[src/rtl/hit_resolver.sv]
// Hit resolution between two players: box overlap on active attack frames, one-cycle
// hitFlag pulses, health bookkeeping with saturation, and the FIGHT/KO round state.
module hit_resolver #(
  parameter logic [7:0] HEALTH_MAX = 8'd100,
  parameter logic [7:0] DMG_BASIC  = 8'd10,
  parameter logic [7:0] DMG_DIR    = 8'd15,
  parameter logic [7:0] DMG_CHIP   = 8'd2
) (
  input  logic       clk,
  input  logic       rst,
  input  logic       round_restart,
  input  logic [3:0] p1_state,
  input  logic [3:0] p2_state,
  input  logic [9:0] p1_bhb_x1, input logic [9:0] p1_bhb_x2, input logic [9:0] p1_bhb_y1, input logic [9:0] p1_bhb_y2,
  input  logic [9:0] p1_dhb_x1, input logic [9:0] p1_dhb_x2, input logic [9:0] p1_dhb_y1, input logic [9:0] p1_dhb_y2,
  input  logic [9:0] p1_mhb_x1, input logic [9:0] p1_mhb_x2, input logic [9:0] p1_mhb_y1, input logic [9:0] p1_mhb_y2,
  input  logic [9:0] p2_bhb_x1, input logic [9:0] p2_bhb_x2, input logic [9:0] p2_bhb_y1, input logic [9:0] p2_bhb_y2,
  input  logic [9:0] p2_dhb_x1, input logic [9:0] p2_dhb_x2, input logic [9:0] p2_dhb_y1, input logic [9:0] p2_dhb_y2,
  input  logic [9:0] p2_mhb_x1, input logic [9:0] p2_mhb_x2, input logic [9:0] p2_mhb_y1, input logic [9:0] p2_mhb_y2,
  output logic [1:0] p1_hitFlag,
  output logic [1:0] p2_hitFlag,
  output logic [7:0] p1_health,
  output logic [7:0] p2_health,
  output logic       ko,
  output logic [1:0] winner
);

  localparam logic [0:0] FIGHT = 1'b0;
  localparam logic [0:0] KO    = 1'b1;

  localparam logic [3:0] ST_BLOCK  = 4'd2;
  localparam logic [3:0] ST_B_END  = 4'd4;
  localparam logic [3:0] ST_D_END  = 4'd7;
  localparam logic [3:0] ST_HSTUN  = 4'd9;
  localparam logic [3:0] ST_BSTUN  = 4'd10;

  // Boxes are packed as {x1, x2, y1, y2}.
  function automatic logic box_overlap(input logic [39:0] a, input logic [39:0] b);
    return (a[39:30] <= b[29:20]) && (b[39:30] <= a[29:20]) &&
           (a[19:10] <= b[9:0])   && (b[19:10] <= a[9:0]);
  endfunction

  function automatic logic is_active(input logic [3:0] st);
    return (st == ST_B_END) || (st == ST_D_END);
  endfunction

  function automatic logic strike(input logic [3:0] a_st, input logic [39:0] a_b, input logic [39:0] a_d,
                                  input logic [3:0] d_st, input logic [39:0] d_m,
                                  input logic [39:0] d_b, input logic [39:0] d_d);
    logic [39:0] act;
    logic        hurt;
    if (a_st == ST_B_END) begin
      act = a_b;
    end else begin
      act = a_d;
    end
    hurt = box_overlap(act, d_m) ||
           ((d_st >= 4'd3) && (d_st <= 4'd5) && box_overlap(act, d_b)) ||
           ((d_st >= 4'd6) && (d_st <= 4'd8) && box_overlap(act, d_d));
    return is_active(a_st) && hurt && (d_st != ST_HSTUN) && (d_st != ST_BSTUN);
  endfunction

  function automatic logic [7:0] damage(input logic [3:0] a_st, input logic [3:0] d_st);
    if (d_st == ST_BLOCK) begin
      return DMG_CHIP;
    end else if (a_st == ST_B_END) begin
      return DMG_BASIC;
    end else begin
      return DMG_DIR;
    end
  endfunction

  // Borrow out of the 9-bit difference means the hit would go below zero.
  function automatic logic [7:0] sat_sub(input logic [7:0] h, input logic [7:0] d);
    logic [8:0] diff;
    diff = {1'b0, h} - {1'b0, d};
    if (diff[8]) begin
      return 8'd0;
    end else begin
      return diff[7:0];
    end
  endfunction

  logic [39:0] p1_bhb_s, p1_dhb_s, p1_mhb_s, p2_bhb_s, p2_dhb_s, p2_mhb_s;
  logic [0:0]  fsm_r;
  logic        p1_conn_r, p2_conn_r;
  logic [1:0]  p1_flag_r, p2_flag_r;
  logic [7:0]  p1_health_r, p2_health_r;
  logic        ko_r;
  logic [1:0]  winner_r;
  logic        p1_hit_s, p2_hit_s;
  logic [7:0]  p1_health_nx_s, p2_health_nx_s;

  assign p1_bhb_s = {p1_bhb_x1, p1_bhb_x2, p1_bhb_y1, p1_bhb_y2};
  assign p1_dhb_s = {p1_dhb_x1, p1_dhb_x2, p1_dhb_y1, p1_dhb_y2};
  assign p1_mhb_s = {p1_mhb_x1, p1_mhb_x2, p1_mhb_y1, p1_mhb_y2};
  assign p2_bhb_s = {p2_bhb_x1, p2_bhb_x2, p2_bhb_y1, p2_bhb_y2};
  assign p2_dhb_s = {p2_dhb_x1, p2_dhb_x2, p2_dhb_y1, p2_dhb_y2};
  assign p2_mhb_s = {p2_mhb_x1, p2_mhb_x2, p2_mhb_y1, p2_mhb_y2};

  // Hit detection (p1_hit_s: p1 lands on p2) and post-damage health.
  always_comb begin
    p1_hit_s = (fsm_r == FIGHT) && !p1_conn_r &&
               strike(p1_state, p1_bhb_s, p1_dhb_s, p2_state, p2_mhb_s, p2_bhb_s, p2_dhb_s);
    p2_hit_s = (fsm_r == FIGHT) && !p2_conn_r &&
               strike(p2_state, p2_bhb_s, p2_dhb_s, p1_state, p1_mhb_s, p1_bhb_s, p1_dhb_s);
    if (p2_hit_s) begin
      p1_health_nx_s = sat_sub(p1_health_r, damage(p2_state, p1_state));
    end else begin
      p1_health_nx_s = p1_health_r;
    end
    if (p1_hit_s) begin
      p2_health_nx_s = sat_sub(p2_health_r, damage(p1_state, p2_state));
    end else begin
      p2_health_nx_s = p2_health_r;
    end
  end

  // Round state, flag pulses, health and one-hit-per-window latches.
  always_ff @(posedge clk or posedge rst) begin
    if (rst) begin
      fsm_r       <= FIGHT;
      p1_conn_r   <= 1'b0;
      p2_conn_r   <= 1'b0;
      p1_flag_r   <= 2'b00;
      p2_flag_r   <= 2'b00;
      p1_health_r <= HEALTH_MAX;
      p2_health_r <= HEALTH_MAX;
      ko_r        <= 1'b0;
      winner_r    <= 2'b00;
    end else begin
      case (fsm_r)
        FIGHT: begin
          p2_flag_r   <= p1_hit_s ? ((p1_state == ST_B_END) ? 2'b01 : 2'b10) : 2'b00;
          p1_flag_r   <= p2_hit_s ? ((p2_state == ST_B_END) ? 2'b01 : 2'b10) : 2'b00;
          p1_health_r <= p1_health_nx_s;
          p2_health_r <= p2_health_nx_s;
          p1_conn_r   <= is_active(p1_state) && (p1_conn_r || p1_hit_s);
          p2_conn_r   <= is_active(p2_state) && (p2_conn_r || p2_hit_s);
          if ((p1_health_nx_s == 8'd0) || (p2_health_nx_s == 8'd0)) begin
            fsm_r    <= KO;
            ko_r     <= 1'b1;
            winner_r <= {p1_health_nx_s == 8'd0, p2_health_nx_s == 8'd0};
          end else begin
            fsm_r <= FIGHT;
          end
        end
        KO: begin
          p1_flag_r <= 2'b00;
          p2_flag_r <= 2'b00;
          if (round_restart) begin
            fsm_r       <= FIGHT;
            ko_r        <= 1'b0;
            winner_r    <= 2'b00;
            p1_health_r <= HEALTH_MAX;
            p2_health_r <= HEALTH_MAX;
            p1_conn_r   <= 1'b0;
            p2_conn_r   <= 1'b0;
          end else begin
            p1_conn_r <= is_active(p1_state) && p1_conn_r;
            p2_conn_r <= is_active(p2_state) && p2_conn_r;
          end
        end
        default: begin
          fsm_r <= FIGHT;
        end
      endcase
    end
  end

  assign p1_hitFlag = p1_flag_r;
  assign p2_hitFlag = p2_flag_r;
  assign p1_health  = p1_health_r;
  assign p2_health  = p2_health_r;
  assign ko         = ko_r;
  assign winner     = winner_r;

endmodule

[config.mk]
export PLATFORM = sky130hd
export DESIGN_NAME = hit_resolver
export DESIGN_NICKNAME = d
export VERILOG_FILES = /design/src/rtl/hit_resolver.sv
export SDC_FILE = /design/constraint.sdc
export NUM_CORES = 1
export LEC_CHECK = 0
export CORE_MARGIN = 3
export CORE_UTILIZATION = 53
export CTS_BUF_LIST = sky130_fd_sc_hd__clkbuf_2 sky130_fd_sc_hd__clkbuf_4 sky130_fd_sc_hd__clkbuf_8
export DETAILED_ROUTE_END_ITERATION = 12
export GPL_ROUTABILITY_DRIVEN = 0
export GPL_TIMING_DRIVEN = 0
export PLACE_DENSITY = 0.87
export SETUP_SLACK_MARGIN = 0.2
export SYNTH_ARGS = -nofsm -noshare
export SYNTH_HDL_FRONTEND = slang
export SYNTH_SLANG_ARGS = --single-unit
export TNS_END_PERCENT = 1
[constraint.sdc]
create_clock -name clk -period 4.25 [get_ports clk]
set_input_delay 0.85 -clock clk [delete_from_list [all_inputs] [get_ports clk]]
set_output_delay 0.85 -clock clk [all_outputs]
set_load 0.01 [all_outputs]
* Yosys cells after proc, flatten, opt, wreduce, memory -nomap -nowiden
Index checks and enable logic that the tools add are counted.
** Storage, ports and cells
- RAM bits :: 0
- Bits in read-only memories :: 0
- Latch bits :: 0
- Word-level logic and storage cells :: 144
- Bits of input ports :: 251
- Flip-flop bits (word level) :: 26
- Output and inout port bits :: 23
- Memories :: 0
** Operators by class
- Order comparisons :: 32
- $add $sub $neg :: 2
- Shift operators :: 0
- $mul :: 0
- Reduce and logical (&&, ||, !) cells :: 54
- Div/mod/pow operators :: 0
- Mux-type cells :: 34
- Bitwise logic cells :: 1
- Equal/unequal tests :: 12
** Operators with widths (number)
- less-or-equal comparator 10 bit :: 24
- 2-to-1 mux 40 bit :: 2
- 2-to-1 mux 8 bit :: 7
- logical AND 1 bit :: 40
- one-hot mux 8 bit (2 select lines) :: 2
- subtractor 8 x 8 -> 9 bit :: 2
- == test 4 x 3 -> 1 bit (second input constant) :: 4
- zero test 8 bit :: 2
- != test 4 bit (second input constant) :: 4
- 2-to-1 mux 2 bit :: 6
- one-hot mux 2 bit (2 select lines) :: 3
- logical OR 1 bit :: 9
- == test 4 x 2 -> 1 bit (second input constant) :: 2
- greater-or-equal comparator 4 x 2 -> 1 bit (second input constant) :: 2
- greater-or-equal comparator 4 x 3 -> 1 bit (second input constant) :: 2
- less-or-equal comparator 4 x 3 -> 1 bit (second input constant) :: 2
- less-or-equal comparator 4 bit (second input constant) :: 2
- 2-to-1 mux 4 bit :: 2
- one-hot mux 1 bit (2 select lines) :: 4
- 2-to-1 mux 1 bit :: 6
- 2-to-1 mux 3 bit :: 2
- zero test 1 bit :: 2
- != test 2 x 1 -> 1 bit (second input constant) :: 1
- != test 2 bit (second input constant) :: 1
- other kinds (2) :: 2

* Depth between registers and ports, before layout
- Depth in word-level cells :: 21
- Gate-level depth with buffers :: 20
- Mapped depth without buffers :: 15

* Worst setup path after synthesis
Ideal clock, no wire load.
- Path type :: input to register
- Start point :: input p2_state[1]
- End point :: register winner_r[0] (netlist: winner[0])
- Library setup time :: 0.120 ns
- Arrival :: 5.018 ns
- Stages on the path :: 18
- Data required time :: 4.130 ns
- Path buffers :: 5
- Setup slack :: -0.888 ns
- Cell sequence :: clkbuf_1 -> or4b_1 -> clkbuf_1 -> clkbuf_1 -> clkbuf_1 -> a21oi_1 -> ha_1 -> a21o_1 -> a21o_1 -> a221o_1 -> a221o_1 -> a211oi_1 -> o21ai_0 -> a21o_1 -> clkbuf_1 -> or3_1 -> a211o_1 -> a31o_1
** On the way
- Longest elaborated chain between the ends :: 18
** RTL lines
- start, declared :: RTL line 13 : input logic [3:0] p2_state,
- == test 4 x 3 -> 1 bit :: RTL line 44, 52, 66
- 2-to-1 mux 40 bit :: RTL line 52 : if (a_st == ST_B_END) begin
- less-or-equal comparator 10 bit :: RTL line 39 : return (a[39:30] <= b[29:20]) && (b[39:30] <= a[29:20]) &&
- logical AND 1 bit (2 in series) :: RTL line 39
- logical AND 1 bit :: RTL line 40 : (a[19:10] <= b[9:0]) && (b[19:10] <= a[9:0]);
- logical AND 1 bit :: RTL line 58 : ((d_st >= 4'd3) && (d_st <= 4'd5) && box_overlap(act, d_b)) ||
- logical OR 1 bit :: RTL line 57 : hurt = box_overlap(act, d_m) ||
- logical OR 1 bit :: RTL line 58
- logical AND 1 bit (3 in series) :: RTL line 60 : return is_active(a_st) && hurt && (d_st != ST_HSTUN) && (d_st != ST_BSTUN);
- logical AND 1 bit :: RTL line 105 : p2_hit_s = (fsm_r == FIGHT) && !p2_conn_r &&
- 2-to-1 mux 8 bit :: RTL line 107 : if (p2_hit_s) begin
- zero test 8 bit :: RTL line 140 : if ((p1_health_nx_s == 8'd0) || (p2_health_nx_s == 8'd0)) begin
- logical OR 1 bit :: RTL line 140
- != test 2 x 1 -> 1 bit (no line)
- AND reduction 2 bit (no line)
- end signal, assigned :: RTL line 143 : winner_r <= {p1_health_nx_s == 8'd0, p2_health_nx_s == 8'd0};
- end, declared :: RTL line 90 : logic [1:0] winner_r;
Several ways; a longest one is shown, not always the timed one. The select of a mux whose other input is x is not followed.
A chain may end at the register's enable or synchronous reset.

* Worst setup path after layout
Ends and elaborated chain as after synthesis.

==> results by stage <==
Critical path:
- Setup slack on the worst reg-to-reg path comes out at 1230 ps.
- The length in cells of the worst reg-to-reg path is 13.
- The end of the worst register-to-register path is winner[1].
- Of all nets on the critical path, the largest fanout is 8.
- The critical path in this run is classified as in2reg.
- STA classifies the critical path startpoint as an input pin.
- STA classifies the critical path endpoint as a flop.
- The start of the worst register-to-register path is p2_health[0].
- The start point of the critical path is p2_state[1].
- The data arrival time of the critical path is 4880 ps.
- The data required time at the worst endpoint is 4420 ps.

Die:
- The core region area is 16,000 um2.
- Row generation in the floorplan step produced 46 rows.
- The starting utilization of the core area is 0.546.
- From left edge to right edge, the die measures 134 um.
- The die area is 18,100 um2.
- During I/O placement, the number of pins put on the boundary was 274.
- The die span in y is 134 um.

Pwr:
- The share of total power dissipated in sequential elements is 0.192.
- The internal power of the cells is 0.00135 W.
- Summed over all nets, the switching power comes to 0.00110 W.
- The worst-case vdd ir drop is 0.000207 V.
- The fraction of power spent switching nets is 0.448.
- Of the total power, combinational logic draws 0.722.
- For this design the static power due to leakage is 6.15 nW.
- The share of total power dissipated in the clock network is 0.086.
- Dividing total power by cell area gives a power density of 194 nW/um2.

STA:
- The slew of the pin with the lowest slew margin is 985 ps.
- The final number of hold-violating endpoints is 0.
- The relative max-transition margin is 0.342.
- For the final database, setup skew stands at 7.16 ps.
- Setup repair after global routing could not meet its margin everywhere.
- The final number of max-transition violations was 0.
- Of the available clock period, the critical path in the final layout requires 1.11.
- The time the final worst path needs with I/O delays and setup is 4700 ps.
- Hold is met by 525 ps.
- The top achievable clock speed is 213 MHz.
- Setup violations remaining at the end of the flow were counted as 21.
- Setup slack on the critical path of the routed design comes to -454 ps.

Worst hold path:
- Along the worst hold path, the cell count comes to 2.
- The worst hold path belongs to the class reg2reg.
- The worst hold path begins at winner[1].
- For hold timing, the worst endpoint is winner[1].

Finish:
- The most frequent standard cell in the layout excluding fill and tap cells is clkdlybuf4s50_1.
- The final design utilization is 0.792.
- The final net count is 1,976.
- The library cells used most frequently in the layout, excluding fill and tap cells, are 265 x clkdlybuf4s50_1, 228 x ha_1, 160 x nand2_1.
- The area growth from synthesis to layout is 45.0%.
- The number of standard cells in the layout, taps in and fillers out is 1,708.
- Of the cells placed in the final design, the portion with a size suffix greater than 1 is 0.0973.

GRT:
- The number of antenna violations at the first check in global routing is 2.
- Across every metal layer, demand over resource in global routing totals 0.360.
- The number of global-route vias before repair was 10,787.
- The maximum number of pins on one net before global-route repair is 27.
- The first-pass GRT wire length is 53,300 um.
- The total global routing overflow is 0.

Synthesis:
- The commonest register cell after synthesis is dfrtp_1.
- The proportion of register bits with asynchronous set or reset after synthesis is 1.00.
- The synthesis-stage register bit count is 26.
- A synthesized cell averages 7.28 um2.
- The post-synthesis net count is 1,686.
- The synthesis warning total is 0.
- Of the synthesized area, sequential elements account for 0.0753.
- The post-synthesis instance area is 8740 um2.
- By area the synthesized netlist is led by ha_1 34%, nand2_1 7.1%, inv_1 6.4%.
- Counting flops with a built-in enable in the synthesized netlist gives 0.
- The count of different cell masters after synthesis is 72.
- The number of instances in the synthesized netlist is 1,201.
- The post-synthesis cell type with the largest combined area is ha_1.
- Of the post-synthesis cell area, the dominant cell type holds 0.335.

Clocking:
- The register clock-pin slew on the reported worst setup and hold paths is 100 ps.
- Buffers inserted to repair hold after CTS numbered 0.
- The CTS tree is done.
- The tree is rooted in a clkbuf_8.
- The deepest clock path buffer count is 2.
- The clock sink total is 26.
- In this run, CTS created clock tree buffers numbering 3.
- For the worst-skew pair, the clock arrives at the later sink with an insertion delay of 280 ps.
- The number of H-tree levels is 1.

Route:
- After detailed routing, the total wire length is 33,900 um.
- Once detail routing completed, the nets flagged for antenna violations numbered 0.
- The ratio of routed vias to standard cells is 6.19.
- The number of detailed-routing iterations run before antenna repair is 5.
- The violation count after the first detailed-routing iteration is 694.
- In the final routed layout, each cell accounts on average for 19.8 um.
- The remaining design rule violation count is 0.
- The routed layout has 10,573 vias.

Placement:
- The number of buffer cells added on primary ports is 267.
- The number of placed instances, taps included is 1,684.
- The HPWL reported at the end of detailed placement is 27,400 um.
- At the placement stage, the worst setup path has a slack of -1940 ps.

Outcome:
- The flow ran to the end, but the final reports show violations.
- The checks that failed: negative setup slack.

Job:
- Max-cap violations in this run came to 0.
## power groups by stage
stage               sequential (W)  clock [W]  combinational, W
floorplan                 0.000465          0          0.000892
global placement          0.000459          0           0.00155
detailed placement        0.000459          0           0.00160
CTS                       0.000464   0.000209           0.00170
global route              0.000481   0.000222           0.00193
finish                    0.000470   0.000211           0.00177
## cell families (layout without fill, tap and decap cells)
| family | Yosys count | in the layout | synth area share |
|---|---|---|---|
| adder cells (fa/ha/maj) | 239 | 239 | 0.341 |
| multiplexers | 17 | 17 | 0.0216 |
| buffers and inverters | 181 | 470 | 0.0792 |
| flip-flops | 26 | 26 | 0.0753 |
| AND/OR/NAND/NOR | 422 | 422 | 0.242 |
| other | 0 | 2 | 0 |
| AO/OA/AOI/OAI | 300 | 300 | 0.225 |
| XOR/XNOR | 16 | 16 | 0.0160 |
## critical path, stage by stage
cell and delay [ps]:
clkbuf_16 140, or4b_4 530, buf_8 150, clkbuf_16 160
clkbuf_16 170, buf_4 160, nand2_1 80, nand2_2 100
ha_4 230, nor2b_1 130, o21a_1 180, o21a_1 190
o31ai_4 300, and4_4 280, a32oi_1 70, a21o_1 210
clkbuf_8 140, or3_1 320, a211o_1 300, a31o_1 190
## routing by layer
| metal | GRT usage | vias to the layer above | routed length [um] |
|---|---|---|---|
| li1 | - | 4964 | - |
| met2 | 0.623 | 659 | 15600 |
| met4 | 0.205 | 2 | 2440 |
| met5 | 0 | - | 13 |
| met1 | 0.416 | 4774 | 12600 |
| met3 | 0.0675 | 174 | 3230 |
## cell usage after synthesis, types with 4 or more instances
| cell type | n |
|---|---|
| nor3_1 | 16 |
| o21ai_0 | 44 |
| o211ai_1 | 9 |
| nor4_1 | 11 |
| a21boi_0 | 4 |
| or2_2 | 4 |
| inv_1 | 150 |
| nor2b_1 | 13 |
| a21o_1 | 42 |
| a221o_1 | 11 |
| o21bai_1 | 4 |
| nand3b_1 | 4 |
| a211oi_1 | 12 |
| xnor2_1 | 9 |
| xor2_1 | 7 |
| nor4b_1 | 5 |
| nand2b_1 | 15 |
| dfrtp_1 | 20 |
| nand4_1 | 20 |
| clkbuf_1 | 24 |
| nor3b_1 | 6 |
| o21a_1 | 9 |
| a21oi_1 | 93 |
| dfstp_2 | 6 |
| or4_1 | 6 |
| nor2_1 | 74 |
| a211o_1 | 4 |
| or3_1 | 4 |
| a31oi_1 | 16 |
| buf_2 | 4 |
| ha_1 | 234 |
| maj3_1 | 5 |
| mux2i_1 | 14 |
| and3_1 | 10 |
| nand2_1 | 165 |
| and4_1 | 21 |
| o41ai_1 | 5 |
| o22ai_1 | 13 |
| nand3_1 | 35 |
| a221oi_1 | 5 |
## registers in the layout, indices dropped and copies added (netlist names)
name	flops
p1_hitFlag	2
p2_hitFlag	2
ko	1
p1_health	8
p2_conn_r	1
fsm_r	1
p2_health	8
p1_conn_r	1
winner	2
## cell type report
type / instances / area [um2]
Fill cell: 1163 / 3330
Antenna cell: 2 / 5.00
Inverter: 150 / 563
Clock inverter: 1 / 30.0
Multi-Input combinational cell: 994 / 7910
Sequential cell: 26 / 658
Clock buffer: 3 / 41.3
Timing Repair Buffer: 285 / 2820
Buffer: 31 / 373
Tap cell: 216 / 270
## stage by stage
step                      TNS, ps  cell area [um2]  power [W]
after floorplan             -4420             8870    0.00136
final                       -5130            12700    0.00245
after detailed placement   -40680            11800    0.00206
after global routing        -6800            12700    0.00263
after CTS                   -4060            12500    0.00237
after global placement     -40310            11800    0.00200
## what timing repair did
action,CTS,global route
gates cloned,2,0
pin swaps,25,9
resized for setup,124,28
setup buffers,15,1
setup endpoints to repair,26,26
## worst max-delay path by stage
stage,to,cells past startpoint,slack [ps]
after global routing,ko,19,-520
after CTS,winner[0],18,-440
final,winner[0],20,-450
after floorplan,winner[0],18,-510
after global placement,winner[0],19,-1910
after detailed placement,winner[0],19,-1940
Note: power is estimated with default switching activity, not from simulation.
